**config.mk**
```make
export PLATFORM = sky130hd
export DESIGN_NAME = dbi_encode_4b_ac
export DESIGN_NICKNAME = d
export VERILOG_FILES = /design/src/rtl/dbi_encode_4b_ac.sv
export SDC_FILE = /design/constraint.sdc
export NUM_CORES = 1
export LEC_CHECK = 0
export ABC_CLOCK_PERIOD_IN_PS = 15810
export CAP_MARGIN = 20
export CORE_MARGIN = 2
export CORE_UTILIZATION = 40
export DETAILED_ROUTE_END_ITERATION = 7
export GPL_ROUTABILITY_DRIVEN = 0
export SETUP_SLACK_MARGIN = 0.4
export SKIP_LAST_GASP = 1
export SLEW_MARGIN = 20
export SYNTH_ARGS = -nofsm -noshare
export SYNTH_HDL_FRONTEND = slang
export SYNTH_SLANG_ARGS = --single-unit
export TNS_END_PERCENT = 5
```
**constraint.sdc**
```tcl
create_clock -name clk -period 15.81 [get_ports clk]
set_clock_uncertainty 0.05 [all_clocks]
set_input_delay 2.3715 -clock clk [delete_from_list [all_inputs] [get_ports clk]]
set_output_delay 2.3715 -clock clk [all_outputs]
set_load 0.005 [all_outputs]
```
**src/rtl/dbi_encode_4b_ac.sv**
```systemverilog
// Transmit-side DBI encoder: DC (zero-count) or AC (transition-count) inversion policy,
// single registered output stage with valid/ready, plus saturating toggle statistics.
module dbi_encode_4b_ac #(
  parameter int bw = 4,
  parameter int cw = 16
) (
  input  logic          clk,
  input  logic          reset,
  input  logic          dbi_en,
  input  logic          dbi_mode,
  input  logic          in_valid,
  output logic          in_ready,
  input  logic [bw-1:0] data_in,
  output logic          out_valid,
  input  logic          out_ready,
  output logic [bw:0]   data_out,
  input  logic          stat_clr,
  output logic [cw-1:0] raw_toggles,
  output logic [cw-1:0] bus_toggles
);
  localparam int PW = $clog2(bw + 2);
  localparam logic [PW-1:0] BUS_W  = PW'(bw + 1);
  localparam logic [PW-1:0] RAW_W  = PW'(bw);
  localparam logic [PW-1:0] HALF_W = PW'(bw / 2);

  function automatic logic [PW-1:0] popcnt(input logic [bw:0] v);
    logic [PW-1:0] c;
    c = '0;
    for (int i = 0; i <= bw; i++) c = c + PW'(v[i]);
    return c;
  endfunction

  logic [bw-1:0] raw_ref;
  logic          accept;
  logic [bw:0]   word_n, word_i, next_bus;
  logic [PW-1:0] tn, ti, zeros, raw_inc, bus_inc;
  logic          invert;
  logic [cw:0]   raw_sum, bus_sum;

  assign in_ready = !out_valid || out_ready;
  assign accept   = in_valid && in_ready;

  assign word_n = {1'b0, data_in};
  assign word_i = {1'b1, ~data_in};

  // AC costs are measured against the word currently on the bus; Ti + Tn is always bw+1
  assign tn    = popcnt(word_n ^ data_out);
  assign ti    = BUS_W - tn;
  assign zeros = RAW_W - popcnt(word_n);

  always_comb begin
    invert = 1'b0;
    if (dbi_en) begin
      if (dbi_mode) invert = (ti < tn);
      else          invert = (zeros > HALF_W);
    end
  end

  assign next_bus = invert ? word_i : word_n;
  assign raw_inc  = popcnt({1'b0, data_in ^ raw_ref});
  assign bus_inc  = popcnt(next_bus ^ data_out);

  // one extra bit catches the carry so the counters clamp instead of wrapping
  assign raw_sum = {1'b0, raw_toggles} + (cw + 1)'(raw_inc);
  assign bus_sum = {1'b0, bus_toggles} + (cw + 1)'(bus_inc);

  always_ff @(posedge clk) begin
    if (reset) begin
      data_out  <= '0;
      out_valid <= 1'b0;
      raw_ref   <= '0;
    end else if (accept) begin
      data_out  <= next_bus;
      out_valid <= 1'b1;
      raw_ref   <= data_in;
    end else if (out_ready) begin
      out_valid <= 1'b0;
    end
  end

  always_ff @(posedge clk) begin
    if (reset || stat_clr) begin
      raw_toggles <= '0;
      bus_toggles <= '0;
    end else if (accept) begin
      raw_toggles <= raw_sum[cw] ? {cw{1'b1}} : raw_sum[cw-1:0];
      bus_toggles <= bus_sum[cw] ? {cw{1'b1}} : bus_sum[cw-1:0];
    end
  end
endmodule

```
==> impl_metrics.csv, run 1 <==
group,metric,value,unit
run_status,status,"finished clean",
timing,grt_setup_unrepaired,"no",
detailed_routing,drtAntennaViolNets,0,
finish,final_nets,349,
yosys,synth_top_area_share,0.346,
min_path,hold_class,"register to register",
worst_setup_path,startpoint,"data_in[0]",
cts,tritoncts.num_buffers,5,
cts,clk_path_buf_depth,2,
pwr,combPwrFrac,0.358,
placed_design,dp_hpwl,4080,um
floorplanning,start_util,0.413,
cts,cts_resized,0,
timing,setup_violations,0,
yosys,yosysMostFrequentCell,"dfxtp_1",
floorplanning,coreArea,0.00589,sq mm
timing,report.final.slew_viol_count,0,
cts,h-tree-depth,2,
cts,cts_sinks,42,
timing,finalHoldViolations,0,
worst_setup_path,reg2reg_to,"bus_toggles[1]",
pwr,power.leakage,1.10,nW
pwr,clkPwrFrac,0.246,
detailed_routing,drt_wl_total,5640,um
worst_setup_path,r2r_slack,10420,ps
timing,relSlewSlack,0.611,
global_route,grt_max_degree,28,
global_route,grt_pass1_vias,1995,
yosys,ys_async_sr_fraction,0,
worst_setup_path,startpoint_type,"input pin",
timing,min_period,7680,ps
finish,syn_to_final_growth,26.8,%
worst_setup_path,rr_worst_depth,19,
floorplanning,fp.dieH,82.0,um
yosys,synth_nets,300,
floorplanning,die_x,82.0,um
detailed_routing,vias_per_cell,5.09,
yosys,synth.avg_cell_area,8.97,sq um
detailed_routing,vias,2017,
placed_design,port_buffers,49,
cts,clk_pin_slew,80,ps
global_route,antenna_found_initial,0,
detailed_routing,drtIter0Drc,73,
worst_setup_path,cpPeakStageDelay,530,ps
placed_design,placed_area,0.00299,sq mm
yosys,synth_area_leaders,"dfxtp_1 35%, xnor2_1 9.0%, fa_1 7.4%, a21oi_1 6.6%, xor2_1 5.4%",
worst_setup_path,crit_family,"adder cells",
yosys,ys_seq_area_frac,0.346,
worst_setup_path,path_buf_inv,5,
timing,fin_crit_sh,0.486,
worst_setup_path,cp_max_fo,14,
finish,drive_gt1_frac,0.0748,
detailed_routing,drt_pass1_iterations,4,
worst_setup_path,reg2reg_from,"data_out[0]",
cts,cts_root_buf,"clkbuf_8",
finish,final_cell_area,0.00308,sq mm
yosys,synth_common_cells,"42 x dfxtp_1, 32 x a21oi_1, 25 x xnor2_1",
yosys,yosys.area.top_type,"dfxtp_1",
finish,insertedDiodeCount,0,
yosys,synth_area,0.00243,sq mm
global_route,grt_first_pass_wirelength,9320,um
yosys,synth-edff-count,0,
placed_design,post-place-ws,7410,ps
worst_setup_path,crit_type,"input pin to register",
global_route,grt_util_all_layers,0.179,
yosys,ys_ff_latch,42,
cts,holdBufCountCts,0,
cts,cts_tree,"yes",
timing,hold-worst-slack,425,ps
worst_setup_path,endpoint_kind,"register",
run,cap_viol_max_count,0,
yosys,ys_types,46,
pwr,p_sw_frac,0.332,
worst_setup_path,critical_path_depth,20,
timing,max_freq,130,MHz
worst_setup_path,critPathArrivalTime,7780,ps
cts,postCtsSetupBuffers,0,
pwr,p_seq_frac,0.396,
detailed_routing,drcViolationCount,0,
timing,finalWorstSetupSlack,8130,ps
yosys,ys_warn_count,0,
pwr,p_sw,0.0000971,W
yosys,synth_cells,271,
worst_setup_path,crit_slowest_cell,"fa_1",
floorplanning,pin_count,50,
global_route,grt_overflow_total,0,
worst_setup_path,cp_common_cell,"fa_1",
cts,insertion_delay,290,ps
pwr,power.density,94.8,mW/mm^2
floorplanning,rows,28,
worst_setup_path,crit_end,"bus_toggles[1]",
timing,worst_slew_pin_slew,583,ps
worst_setup_path,crit_chain,"clkdlybuf4s50_1 > xor2_1 > fa_1 > inv_1 > fa_1 > inv_1 > ha_1 > mux2i_1 > a32oi_1 > xnor2_1 > fa_1 > inv_1 > fa_1 > inv_1 > ha_1 > fa_1 > a21oi_1 > nor3_2 > nand3_2 > a31oi_1",
pwr,power.internal,0.000195,W
timing,setup-tns-final,0,ps
floorplanning,dieArea,0.00672,sq mm
finish,fillers,576,
pwr,vdd_drop_max,49.4,uV
worst_setup_path,worst-endpoint-required,15910,ps
detailed_routing,wl_per_cell,14.2,um
yosys,ys.flop_type,"dfxtp_1",
-- flip-flops by register name, summed over array words and instances (netlist names) --
name	cells
raw_ref	4
raw_toggles	16
data_out	5
bus_toggles	16
out_valid	1
-- through the flow --
step,power (W),util,instances
after global placement,0.000221,0.507,387
after detailed placement,0.000223,0.507,387
after floorplan,0.000193,-,271
after global routing,0.000316,0.524,396
after CTS,0.000295,0.523,395
final,0.000292,0.524,396
-- worst reg2reg max path: cells and delay by family, from the launching register on --
family | cells | cell delay (ps)
buffers and inverters | 4 | 220
DFF | 1 | 340
and+or+nand+nor | 2 | 350
xor gates and xnor gates | 2 | 390
adders and majority gates | 7 | 2900
AOI/OAI and AO/OA | 3 | 880
muxes | 1 | 120
-- placed cells by master, fill, tap and decap left out, drive strengths merged, types with 3 or more instances in the layout --
cell type	synthesis	final
inv	24	24
o21ai	3	3
nand2	21	21
xor2	15	15
and3	3	3
nor2	18	18
a21oi	33	33
xnor2	25	25
nor3	7	7
clkbuf	5	7
nor4	3	3
nor2b	3	3
nand3	15	15
fa	9	9
a211oi	6	6
nand4	5	5
a31oi	4	4
ha	9	9
dfxtp	42	42
clkdlybuf4s50	0	49
-- routing by layer --
metal	part of all wire	GRT usage
met1	0.50	0.249
met2	0.45	0.280
met3	0.037	0.0341
met4	0.013	0.0550
met5	0	0
-- kinds of logic after synthesis --
logic type,count (synthesis),share of synthesized area
flops,42,0.346
compound gates,54,0.135
xor+xnor,40,0.144
simple gates,83,0.198
mux,1,0.00412
fa+ha+maj,18,0.120
buf+inv,33,0.0525
-- power by group through the flow --
stage	logic (W)	clock network [W]	registers (W)
2_1_floorplan	0.0000751	0	0.000117
3_3_place_gp	0.000103	0	0.000118
3_5_place_dp	0.000105	0	0.000118
4_1_cts	0.000106	0.0000733	0.000116
5_1_grt	0.000121	0.0000787	0.000116
6_report	0.000105	0.0000719	0.000116
-- how the worst min path moves through the flow --
stage | startpoint | end | slack, ps | cells past startpoint
2_1_floorplan | raw_ref[1] | raw_ref[1] | 400 | 2
6_report | raw_ref[2] | raw_ref[2] | 420 | 2
4_1_cts | raw_ref[1] | raw_ref[1] | 420 | 2
5_1_grt | raw_ref[1] | raw_ref[1] | 440 | 2
3_3_place_gp | raw_ref[3] | raw_ref[3] | 400 | 2
3_5_place_dp | raw_ref[1] | raw_ref[1] | 410 | 2
-- final cells by class --
cell class	count	area [sq um]	area share
Tap cell	75	93.8	0.0305
Inverter	24	90.1	0.0292
Clock buffer	7	86.3	0.0280
Timing Repair Buffer	51	503	0.163
Sequential cell	42	841	0.273
Clock inverter	1	5.00	0.00162
Multi-Input combinational cell	196	1460	0.475
Power figures use the tool's default switching activity.
==> inputs of run 2 (changes only) <==
--- a/config.mk
+++ b/config.mk
@@ -5,12 +5,13 @@
 export SDC_FILE = /design/constraint.sdc
 export NUM_CORES = 1
 export LEC_CHECK = 0
-export ABC_CLOCK_PERIOD_IN_PS = 15810
+export ABC_CLOCK_PERIOD_IN_PS = 6500
 export CAP_MARGIN = 20
 export CORE_MARGIN = 2
 export CORE_UTILIZATION = 40
 export DETAILED_ROUTE_END_ITERATION = 7
 export GPL_ROUTABILITY_DRIVEN = 0
+export PLACE_DENSITY = 0.67
 export SETUP_SLACK_MARGIN = 0.4
 export SKIP_LAST_GASP = 1
 export SLEW_MARGIN = 20
==> constraint.sdc (replaced) <==
create_clock -name clk -period 6.5 [get_ports clk]
set_clock_uncertainty 0.05 [all_clocks]
set_input_delay 0.975 -clock clk [delete_from_list [all_inputs] [get_ports clk]]
set_output_delay 0.975 -clock clk [all_outputs]
set_load 0.005 [all_outputs]
==> run 2 against run 1 <==
- sequential cell count did not move
- die area unchanged
- wire length decreased by 3.4%
- largest cell class unchanged
- non-clock buffer count did not move
==> impl_metrics.csv, run 2 (synthesis results as in run 1) <==
group,metric,value,unit
worst_setup_path,reg2reg_from,"data_out[0]",
timing,report.final.slew_viol_count,0,
global_route,use_met2,0.275,
global_route,antenna_found_initial,0,
timing,fin_crit_sh,0.856,
cts,insertion_delay,300,ps
cts,tritoncts.num_buffers,5,
floorplanning,rows,28,
pwr,p_seq_frac,0.356,
pwr,p_sw_frac,0.300,
min_path,hold_class,"register to register",
floorplanning,die_x,82.0,um
finish,final_cell_mix,"47 x clkdlybuf4s50_1, 42 x dfxtp_1, 32 x a21oi_1",
worst_setup_path,cp_max_fo,4,
global_route,grt_first_pass_wirelength,8980,um
cts,cts_resized,0,
worst_setup_path,crit_type,"input pin to register",
placed_design,dp_hpwl,4000,um
floorplanning,start_util,0.413,
detailed_routing,drt_wl_total,5440,um
placed_design,placed_area,0.00299,sq mm
timing,grt_setup_unrepaired,"no",
detailed_routing,vias_per_cell,5.03,
detailed_routing,drcViolationCount,0,
timing,relSlewSlack,0.404,
pwr,power.leakage,1.14,nW
detailed_routing,drtAntennaViolNets,0,
worst_setup_path,endpoint_kind,"register",
finish,final_nets,349,
global_route,grt_pass1_vias,1928,
cts,postCtsSetupBuffers,0,
detailed_routing,wl_per_cell,13.7,um
finish,layout_commonest_cell,"clkdlybuf4s50_1",
cts,clk_path_buf_depth,2,
global_route,grt_overflow_total,0,
global_route,grt_most_used_layer,"met2",
cts,h-tree-depth,2,
global_route,grt_util_all_layers,0.177,
timing,worst_slew_pin_slew,890,ps
finish,drive_gt1_frac,0.0841,
global_route,grt_max_degree,28,
global_route,grt_util_met1,0.241,
pwr,power.density,250,mW/mm^2
worst_setup_path,startpoint,"data_in[0]",
finish,insertedDiodeCount,0,
floorplanning,coreArea,0.00589,sq mm
cts,holdBufCountCts,0,
min_path,hp-start,"raw_ref[1]",
worst_setup_path,startpoint_type,"input pin",
pwr,power.internal,0.000553,W
placed_design,port_buffers,49,
pwr,vdd_drop_max,141,uV
cts,cts_tree,"yes",
cts,cts_sinks,42,
detailed_routing,vias,1991,
finish,syn_to_final_growth,30.1,%
finish,reg_top3,"bus_toggles x16, raw_toggles x16, data_out x5",
timing,max_freq,180,MHz
run_status,status,"finished clean",
global_route,use_met3,0.0341,
timing,finalHoldViolations,0,
floorplanning,fp.dieH,82.0,um
pwr,p_sw,0.000237,W
cts,cts_root_buf,"clkbuf_8",
floorplanning,dieArea,0.00672,sq mm
worst_setup_path,critPathArrivalTime,5680,ps
detailed_routing,drt_pass1_iterations,4,
run,cap_viol_max_count,0,
timing,setup-tns-final,0,ps
cts,clk_pin_slew,80,ps
worst_setup_path,worst-endpoint-required,6620,ps
pwr,combPwrFrac,0.318,
timing,min_period,5560,ps
floorplanning,pin_count,50,
pwr,clkPwrFrac,0.326,
finish,final_cell_area,0.00316,sq mm
timing,setup_violations,0,
detailed_routing,drtIter0Drc,78,
-- run 2: per-stage QoR --
step	setup WS, ps	power, W	instances	utilization	hold slack, ps
finish	935	0.000790	396	0.537	421
CTS	471	0.000798	396	0.533	424
floorplan	857	0.000468	271	-	398
global placement	258	0.000535	388	0.509	404
detailed placement	149	0.000541	388	0.509	412
global route	619	0.000855	396	0.537	442
-- run 2: layer usage --
metal / vias to the layer above / wire length [um]
met5: - / 0
met4: 0 / 90
met3: 6 / 158
met2: 32 / 2510
met1: 932 / 2680
li1: 1021 / -
-- run 2: final cells by class --
cell class	instances	area (sq um)
Sequential cell	42	841
Tap cell	75	93.8
Inverter	24	90.1
Clock buffer	6	82.6
Clock inverter	2	60.1
Fill cell	554	2720
Timing Repair Buffer	51	510
Multi-Input combinational cell	196	1490
-- run 2: power by group through the flow --
stage | registers (W) | logic [W] | clock network (W)
2_1_floorplan | 0.000286 | 0.000183 | 0
3_3_place_gp | 0.000287 | 0.000248 | 0
3_5_place_dp | 0.000288 | 0.000253 | 0
4_1_cts | 0.000282 | 0.000254 | 0.000263
5_1_grt | 0.000283 | 0.000296 | 0.000276
6_report | 0.000281 | 0.000252 | 0.000258
-- run 2: worst paths after layout --
kind | to | slack [ps] | cells after the start
min | raw_ref[1] | 420 | 2
max reg2reg | bus_toggles[14] | 1500 | 20
max | bus_toggles[14] | 940 | 21
min reg2reg | raw_ref[1] | 420 | 2
-- run 2: critical path, stage by stage --
cell	delay, ps
dlymetal6s2s_1	190
xor2_2	220
fa_1	510
inv_1	50
fa_1	410
inv_1	60
ha_1	220
mux2i_1	130
a32oi_2	250
xnor2_1	140
fa_1	500
inv_1	50
fa_1	530
inv_1	40
ha_1	220
fa_1	450
a21o_1	220
nand4_1	190
nor3_1	90
xnor2_1	140
a21oi_1	80
==> inputs of run 3 (changes only) <==
--- a/config.mk
+++ b/config.mk
@@ -5,8 +5,7 @@
 export SDC_FILE = /design/constraint.sdc
 export NUM_CORES = 1
 export LEC_CHECK = 0
-export ABC_CLOCK_PERIOD_IN_PS = 6500
-export CAP_MARGIN = 20
+export CAP_MARGIN = 15
 export CORE_MARGIN = 2
 export CORE_UTILIZATION = 40
 export DETAILED_ROUTE_END_ITERATION = 7
==> results of run 3 <==
The final DEF is identical to that of run 2; final timing and power are the same.
